==> src/rtl/tamper_resp_pkg.sv <==
// rtl/tamper_resp_pkg.sv - shared types and constants for tamper_response_ctrl
//
// Contents:
//   state_e   escalation FSM state encoding (IDLE..ZEROIZE, 3 bits)
//   sev_e     event severity class (NONE, ALERT, LOCK, ZEROIZE)
//   STK_*     bit positions of the tamper flags in the sticky/flag vectors
package tamper_resp_pkg;

    typedef enum logic [2:0] {
        ST_IDLE      = 3'd0,
        ST_ALERT     = 3'd1,
        ST_LOCK_WAIT = 3'd2,
        ST_IO_OFF    = 3'd3,
        ST_LOCKED    = 3'd4,
        ST_ZEROIZE   = 3'd5
    } state_e;

    typedef enum logic [1:0] {
        SEV_NONE    = 2'd0,
        SEV_ALERT   = 2'd1,
        SEV_LOCK    = 2'd2,
        SEV_ZEROIZE = 2'd3
    } sev_e;

    localparam int NUM_FLAGS = 9;

    localparam int STK_JTAG_ACTIVE          = 0;
    localparam int STK_LOCK_TAMPER_DETECT   = 1;
    localparam int STK_MESH_SHORT_ERROR     = 2;
    localparam int STK_CLK_ERROR            = 3;
    localparam int STK_DETECT_ATTEMPT       = 4;
    localparam int STK_DETECT_FAIL          = 5;
    localparam int STK_DIGEST_ERROR         = 6;
    localparam int STK_POWERUP_DIGEST_ERROR = 7;
    localparam int STK_SC_ROM_DIGEST_ERROR  = 8;

endpackage

==> src/rtl/tamper_sync.sv <==
// rtl/tamper_sync.sv - 2-flop synchronizer bus plus strobe rising-edge detector
//
// Ports:
//   clk, reset    clock, synchronous active-high reset
//   async_bus     W asynchronous level inputs
//   strobe        asynchronous change strobe
//   sync_bus      async_bus after two flops
//   strobe_rise   one-cycle pulse, aligned with sync_bus, on a strobe 0->1
module tamper_sync #(
    parameter int W = 1
) (
    input  logic         clk,
    input  logic         reset,
    input  logic [W-1:0] async_bus,
    input  logic         strobe,
    output logic [W-1:0] sync_bus,
    output logic         strobe_rise
);

    logic [W-1:0] meta;
    logic [1:0]   strobe_meta;
    logic         strobe_prev;

    always_ff @(posedge clk) begin
        if (reset) begin
            meta        <= '0;
            sync_bus    <= '0;
            strobe_meta <= '0;
            strobe_prev <= 1'b0;
        end else begin
            meta        <= async_bus;
            sync_bus    <= meta;
            strobe_meta <= {strobe_meta[0], strobe};
            strobe_prev <= strobe_meta[1];
        end
    end

    // strobe_meta[1] is the synchronized strobe; compare against its last value
    assign strobe_rise = strobe_meta[1] & ~strobe_prev;

endmodule

==> src/rtl/tamper_response_ctrl.sv <==
// rtl/tamper_response_ctrl.sv - tamper event classifier and escalation FSM
//
// Optional feature macro: TAMPER_ZEROIZE_EN. When undefined, zeroize-class
// events are handled as lock-class, ZEROIZE is unreachable, ZEROIZE_N = 1.
//
// Ports:
//   CLK, RESET                 clock, synchronous active-high reset
//   JTAG_ACTIVE .. SC_ROM_DIGEST_ERROR, TAMPER_CHANGE_STROBE, DETECT_CATEGORY
//                              asynchronous tamper macro outputs
//   ALERT_ACK                  returns ALERT to IDLE when no event is active
//   STATUS_CLR                 clears sticky status (set has priority)
//   LOCKDOWN_ALL_N, DISABLE_ALL_IOS_N, RESET_N, ZEROIZE_N
//                              active-low responses to the tamper macro
//   STATE                      FSM state
//   STICKY_STATUS              sticky flag record, bit order as flag inputs
//   LAST_CATEGORY              category captured on the last strobe edge
//   FAIL_COUNT                 saturating count of strobes with DETECT_FAIL
//   IRQ                        one-cycle pulse on every state change
module tamper_response_ctrl
    import tamper_resp_pkg::*;
#(
    parameter int FAIL_THRESHOLD   = 3,
    parameter int FAIL_CNT_W       = 4,
    parameter int IO_DISABLE_DELAY = 16,
    parameter int RESET_PULSE_LEN  = 8
) (
    input  logic                  CLK,
    input  logic                  RESET,
    input  logic                  JTAG_ACTIVE,
    input  logic                  LOCK_TAMPER_DETECT,
    input  logic                  MESH_SHORT_ERROR,
    input  logic                  CLK_ERROR,
    input  logic                  DETECT_ATTEMPT,
    input  logic                  DETECT_FAIL,
    input  logic                  DIGEST_ERROR,
    input  logic                  POWERUP_DIGEST_ERROR,
    input  logic                  SC_ROM_DIGEST_ERROR,
    input  logic                  TAMPER_CHANGE_STROBE,
    input  logic [3:0]            DETECT_CATEGORY,
    input  logic                  ALERT_ACK,
    input  logic                  STATUS_CLR,
    output logic                  LOCKDOWN_ALL_N,
    output logic                  DISABLE_ALL_IOS_N,
    output logic                  RESET_N,
    output logic                  ZEROIZE_N,
    output logic [2:0]            STATE,
    output logic [NUM_FLAGS-1:0]  STICKY_STATUS,
    output logic [3:0]            LAST_CATEGORY,
    output logic [FAIL_CNT_W-1:0] FAIL_COUNT,
    output logic                  IRQ
);

    localparam int SYNC_W = NUM_FLAGS + 4;

    logic [SYNC_W-1:0]    raw_bus;
    logic [SYNC_W-1:0]    sync_bus;
    logic [NUM_FLAGS-1:0] flags;
    logic [3:0]           category;
    logic                 strobe_rise;

    assign raw_bus = {DETECT_CATEGORY, SC_ROM_DIGEST_ERROR, POWERUP_DIGEST_ERROR,
                      DIGEST_ERROR, DETECT_FAIL, DETECT_ATTEMPT, CLK_ERROR,
                      MESH_SHORT_ERROR, LOCK_TAMPER_DETECT, JTAG_ACTIVE};

    tamper_sync #(.W(SYNC_W)) u_sync (
        .clk         (CLK),
        .reset       (RESET),
        .async_bus   (raw_bus),
        .strobe      (TAMPER_CHANGE_STROBE),
        .sync_bus    (sync_bus),
        .strobe_rise (strobe_rise)
    );

    assign flags    = sync_bus[NUM_FLAGS-1:0];
    assign category = sync_bus[SYNC_W-1:NUM_FLAGS];

    // Severity classification on synchronized flags
    logic zero_hit, lock_hit, alert_hit;
    sev_e sev_d, sev_q;

    assign zero_hit  = flags[STK_MESH_SHORT_ERROR] | flags[STK_SC_ROM_DIGEST_ERROR];
    assign lock_hit  = flags[STK_DIGEST_ERROR] | flags[STK_POWERUP_DIGEST_ERROR]
                     | flags[STK_CLK_ERROR]
                     | (FAIL_COUNT >= FAIL_CNT_W'(FAIL_THRESHOLD));
    assign alert_hit = flags[STK_JTAG_ACTIVE] | flags[STK_LOCK_TAMPER_DETECT]
                     | flags[STK_DETECT_ATTEMPT];

    always_comb begin
        sev_d = SEV_NONE;
`ifdef TAMPER_ZEROIZE_EN
        if (zero_hit)
            sev_d = SEV_ZEROIZE;
        else if (lock_hit)
            sev_d = SEV_LOCK;
`else
        if (zero_hit || lock_hit)
            sev_d = SEV_LOCK;
`endif
        else if (alert_hit)
            sev_d = SEV_ALERT;
    end

    // Status registers and severity pipeline stage
    always_ff @(posedge CLK) begin
        if (RESET) begin
            sev_q         <= SEV_NONE;
            STICKY_STATUS <= '0;
            LAST_CATEGORY <= '0;
            FAIL_COUNT    <= '0;
        end else begin
            sev_q         <= sev_d;
            STICKY_STATUS <= flags | (STATUS_CLR ? '0 : STICKY_STATUS);
            if (strobe_rise) begin
                LAST_CATEGORY <= category;
                if (flags[STK_DETECT_FAIL] && (FAIL_COUNT != '1))
                    FAIL_COUNT <= FAIL_COUNT + 1'b1;
            end
        end
    end

    // Escalation FSM: next state and phase counter
    state_e     state, nxt_state;
    logic [7:0] cnt, nxt_cnt;

    always_comb begin
        nxt_state = state;
        nxt_cnt   = cnt;
        case (state)
            ST_IDLE: begin
                case (sev_q)
                    SEV_ALERT:   nxt_state = ST_ALERT;
                    SEV_LOCK:    nxt_state = ST_LOCK_WAIT;
                    SEV_ZEROIZE: nxt_state = ST_ZEROIZE;
                    default:     nxt_state = ST_IDLE;
                endcase
            end
            ST_ALERT: begin
                if (sev_q == SEV_ZEROIZE)
                    nxt_state = ST_ZEROIZE;
                else if (sev_q == SEV_LOCK)
                    nxt_state = ST_LOCK_WAIT;
                else if (ALERT_ACK && (sev_q == SEV_NONE))
                    nxt_state = ST_IDLE;
            end
            ST_LOCK_WAIT: begin
                if (sev_q == SEV_ZEROIZE)
                    nxt_state = ST_ZEROIZE;
                else if (cnt == 8'(IO_DISABLE_DELAY - 1))
                    nxt_state = ST_IO_OFF;
                else
                    nxt_cnt = cnt + 8'd1;
            end
            ST_IO_OFF: begin
                if (sev_q == SEV_ZEROIZE)
                    nxt_state = ST_ZEROIZE;
                else if (cnt == 8'(RESET_PULSE_LEN - 1))
                    nxt_state = ST_LOCKED;
                else
                    nxt_cnt = cnt + 8'd1;
            end
            ST_LOCKED: begin
                if (sev_q == SEV_ZEROIZE)
                    nxt_state = ST_ZEROIZE;
            end
            ST_ZEROIZE: nxt_state = ST_ZEROIZE;
            default:    nxt_state = ST_IDLE;
        endcase
        // every phase starts its count from zero; a zeroize abort drops it
        if (nxt_state != state)
            nxt_cnt = '0;
    end

    // Outputs are decoded from the next state so they change with STATE
    always_ff @(posedge CLK) begin
        if (RESET) begin
            state             <= ST_IDLE;
            cnt               <= '0;
            IRQ               <= 1'b0;
            LOCKDOWN_ALL_N    <= 1'b1;
            DISABLE_ALL_IOS_N <= 1'b1;
            RESET_N           <= 1'b1;
        end else begin
            state             <= nxt_state;
            cnt               <= nxt_cnt;
            IRQ               <= (nxt_state != state);
            LOCKDOWN_ALL_N    <= !(nxt_state inside {ST_LOCK_WAIT, ST_IO_OFF, ST_LOCKED, ST_ZEROIZE});
            DISABLE_ALL_IOS_N <= !(nxt_state inside {ST_IO_OFF, ST_LOCKED, ST_ZEROIZE});
            RESET_N           <= (nxt_state != ST_IO_OFF);
        end
    end

`ifdef TAMPER_ZEROIZE_EN
    always_ff @(posedge CLK) begin
        if (RESET)
            ZEROIZE_N <= 1'b1;
        else
            ZEROIZE_N <= (nxt_state != ST_ZEROIZE);
    end
`else
    assign ZEROIZE_N = 1'b1;
`endif

    assign STATE = state;

endmodule

==> config.mk <==
export PLATFORM = sky130hd
export DESIGN_NAME = tamper_response_ctrl
export DESIGN_NICKNAME = d
export VERILOG_FILES = /design/src/rtl/tamper_resp_pkg.sv /design/src/rtl/tamper_sync.sv /design/src/rtl/tamper_response_ctrl.sv
export SDC_FILE = /design/constraint.sdc
export NUM_CORES = 1
export LEC_CHECK = 0
export ABC_AREA = 1
export CAP_MARGIN = 0
export CORE_UTILIZATION = 56
export DETAILED_ROUTE_END_ITERATION = 6
export PLACE_DENSITY = 0.9
export SETUP_SLACK_MARGIN = 0.4
export SLEW_MARGIN = 5
export SYNTH_ARGS = -nofsm -noshare
export SYNTH_HDL_FRONTEND = slang
export SYNTH_HIERARCHICAL = 1
export SYNTH_SLANG_ARGS = --single-unit
==> constraint.sdc <==
create_clock -name CLK -period 4.1 [get_ports CLK]
set_input_delay 0.41 -clock CLK [delete_from_list [all_inputs] [get_ports CLK]]
set_output_delay 0.41 -clock CLK [all_outputs]
set_load 0.005 [all_outputs]
==> metrics.md <==
| Metric | Value |
|---|---|
| CTS sink count | 63 |
| Worst EP required | 4.36 ns |
| Syn Inst Count | 321 |
| Most frequent cells in the layout | inv_1 (69), nor2_1 (64), dfxtp_1 (63) |
| Final worst path period need | 1.95 ns |
| Syn Std Cell Area | 2450 um^2 |
| Root buffer cell | clkbuf_8 |
| Post-synthesis mux area share | 0 |
| Average cell area after synthesis | 7.64 um^2 |
| Yosys cell types | 32 |
| CP max FO | 28 |
| Core area | 4120 um^2 |
| Largest family of logic cells by synthesized area | simple AND/OR/NAND/NOR gates |
| Post-synthesis compound-gate area fraction | 0.0786 |
| Int Power | 0.00104 W |
| I/O pins | 43 |
| RSZ-0062 raised after global routing | false |
| Syn nets | 341 |
| Hold_buf cts | 0 |
| Routed len/inst | 11.1 um |
| Leak | 1.40 nW |
| Yosys reg bits | 63 |
| Fmax | 0.513 GHz |
| Combinational share of power | 0.094 |
| VDD IR max | 251 uV |
| Xor-xnor portion of the synthesized cell area | 0.0286 |
| Antenna violations before repair | 0 |
| GRT overflow | 0 |
| Net switching power | 0.000297 W |
| Setup tns final | 0 ns |
| Starting density of the core | 0.596 |
| Maxcap violations | 0 |
| Remaining antenna violation count after routing | 0 |
| Routed WL | 4700 um |
| CP max stage delay | 1.08 ns |
| Skew final | 0.00508 ns |
| Clock share of power | 0.417 |
| Crit path DAT | 2.21 ns |
| Period utilisation layout | 0.475 |
| CP most frequent cell | inv_1 |
| Worst Tran Pin Value | 0.918 ns |
| Hold Vio Cnt, Final | 0 |
| Post-CTS Resized | 0 |
| First-pass GRT wire length | 7710 um |
| Min-Delay Path Class | reg2reg |
| Setup Crit Path Kind | in2reg |
| Htree depth | 3 |
| Area Overhead vs Synth | 25.7% |
| Status | complete, no violations |
| Final nets | 387 |
| Clock Latency Late Sink | 0.33 ns |
| Share of power burned in registers | 0.489 |
| Vias per cell | 4.81 |
| Die area | 4650 um^2 |
| CTS Buf Count | 9 |
| Sw frac | 0.222 |
| Die height | 68.2 um |
| Cell Chain, Critical Path | clkdlybuf4s50_1 -> inv_1 -> nand2_1 -> inv_1 -> nor2_1 |
| Post-synthesis simple-gate area fraction | 0.233 |
| Clk buf depth | 2 |
| Ratio of cells with drive above 1 in the final layout | 0.0806 |
| Reg clk slew, reported paths | 0.07 ns |
| Total number of vias | 2030 |
| DRT iter0 DRCs | 125 |
| Largest net degree at the start of global routing | 29 |
| Seq/Total Area, Yosys | 0.514 |
| Chip Width | 68.2 um |
| Power Density | 433 nW/um^2 |
| Fillers | 307 |
| CTS tree | built |
| Yosys warns | 6 |
| Slew margin rel. | 0.386 |
| Critical path's slowest cell | clkdlybuf4s50_1 |
| PortBufs | 41 |
| Pins over their slew limit | 0 |
| GPL Wtd Cong | 0.828 |
| Most common cell after layout, fill and taps aside | inv_1 |
| Drt drc | 0 |
| Crit. End Element | register |
| Vias in the first global route | 1866 |
| Drt first pass iters | 4 |
| Overall Global Routing Usage | 0.236 |
| Endpoints failing setup | 0 |
| Post-CTS repair timing setup buffer count | 0 |
| Row Count | 23 |
| Multi-input logic area | 862 um^2 |
| Worst hold margin | 0.402 ns |
| Reg area | 1260 um^2 |
| Ant. Diodes | 0 |
| Setup crit start kind | primary input |
| Detailed Place HPWL | 3210 um |
| Synth Area in Adders | 0.0102 |
[critical path, delay by kind of cell]
kind	cells	cell delay, ns
simple gates	2	0.28
buf+inv	3	1.52
[metal layers]
layer	wire length, um	GRT usage
met1	1920	0.252
met5	0	0
met3	210	0.0833
met2	2410	0.400
met4	161	0.135
[cell families (layout without fill, tap and decap cells)]
kind of cell             count (synthesis)  after routing
AND/OR/NAND/NOR                        132            132
buffers and inverters                   80            131
flip-flops                              63             63
AO/OA/AOI/OAI                           35             35
XOR/XNOR                                 8              8
adder cells (fa/ha/maj)                  2              2
other                                    1              1
[synth_stat cells]
cell | number | area, um^2
xnor2_1 | 4 | 35.0
nand2_4 | 1 | 11.3
ha_1 | 2 | 25.0
nand3_2 | 1 | 10.0
nand3_1 | 8 | 40.0
xor2_1 | 4 | 35.0
clkinv_1 | 1 | 3.75
a22oi_1 | 1 | 7.51
nand2_2 | 3 | 18.8
inv_2 | 3 | 11.3
o21ai_1 | 3 | 15.0
a311oi_1 | 1 | 8.76
nor4_1 | 1 | 6.26
inv_1 | 69 | 259
dfxtp_1 | 63 | 1260
nor2_1 | 64 | 240
nand2_1 | 43 | 161
nand3_4 | 1 | 17.5
a21o_2 | 1 | 8.76
buf_6 | 3 | 33.8
buf_4 | 1 | 7.51
a221oi_1 | 1 | 8.76
buf_2 | 2 | 10.0
o21ai_2 | 1 | 8.76
o21ai_0 | 15 | 75.1
nor3_1 | 2 | 10.0
nand4_1 | 3 | 18.8
a21oi_1 | 12 | 60.1
clkbuf_1 | 1 | 3.75
nor2_4 | 1 | 11.3
conb_1 | 1 | 3.75
nor2_2 | 4 | 25.0
[sequential cells by signal, indices dropped and copies added (netlist names), 2 cells and up]
name	cells
u_sync/sync_bus	13
STATE	3
u_sync/strobe_meta	2
cnt	8
FAIL_COUNT	4
STICKY_STATUS	9
sev_q	2
u_sync/meta	13
LAST_CATEGORY	4
[power groups by stage]
stage / logic, W / clock network [W] / registers [W]
5_1_grt: 0.000141 / 0.000595 / 0.000655
2_1_floorplan: 0.0000760 / 0 / 0.000664
6_report: 0.000125 / 0.000557 / 0.000653
3_3_place_gp: 0.000118 / 0 / 0.000666
4_1_cts: 0.000126 / 0.000565 / 0.000653
3_5_place_dp: 0.000123 / 0 / 0.000666
[final cells by class]
class,instances,share of cell area
clock buffer,12,0.0438
clock inverter,4,0.0227
inverter,73,0.0889
multi-input combinational,178,0.280
sequential,63,0.409
tap,50,0.0203
timing repair buffer,42,0.136
[worst paths after layout]
path / start / end / slack (ns) / cells past startpoint
setup / recovery: RESET / LOCKDOWN_ALL_N$_SDFF_PP1_ / 2.15 / 5
hold / removal: u_sync/meta[0]$_SDFF_PP0_ / u_sync/sync_bus[0]$_SDFF_PP0_ / 0.40 / 2
setup reg to reg: cnt[1]$_SDFFE_PP0P_ / cnt[6]$_SDFFE_PP0P_ / 2.37 / 10
hold reg to reg: u_sync/meta[0]$_SDFF_PP0_ / u_sync/sync_bus[0]$_SDFF_PP0_ / 0.40 / 2
[per-stage QoR]
step	total power (W)	instance area, um^2	cells	setup WS (ns)	utilization
6_report	0.00134	3080	422	2.15	0.749
5_1_grt	0.00139	3080	422	1.98	0.749
4_1_cts	0.00134	3080	422	2.16	0.749
3_5_place_dp	0.000789	2880	406	1.84	0.699
3_3_place_gp	0.000784	2880	406	1.91	0.699
2_1_floorplan	0.000740	2450	321	2.64	-
Power figures use the tool's default switching activity.
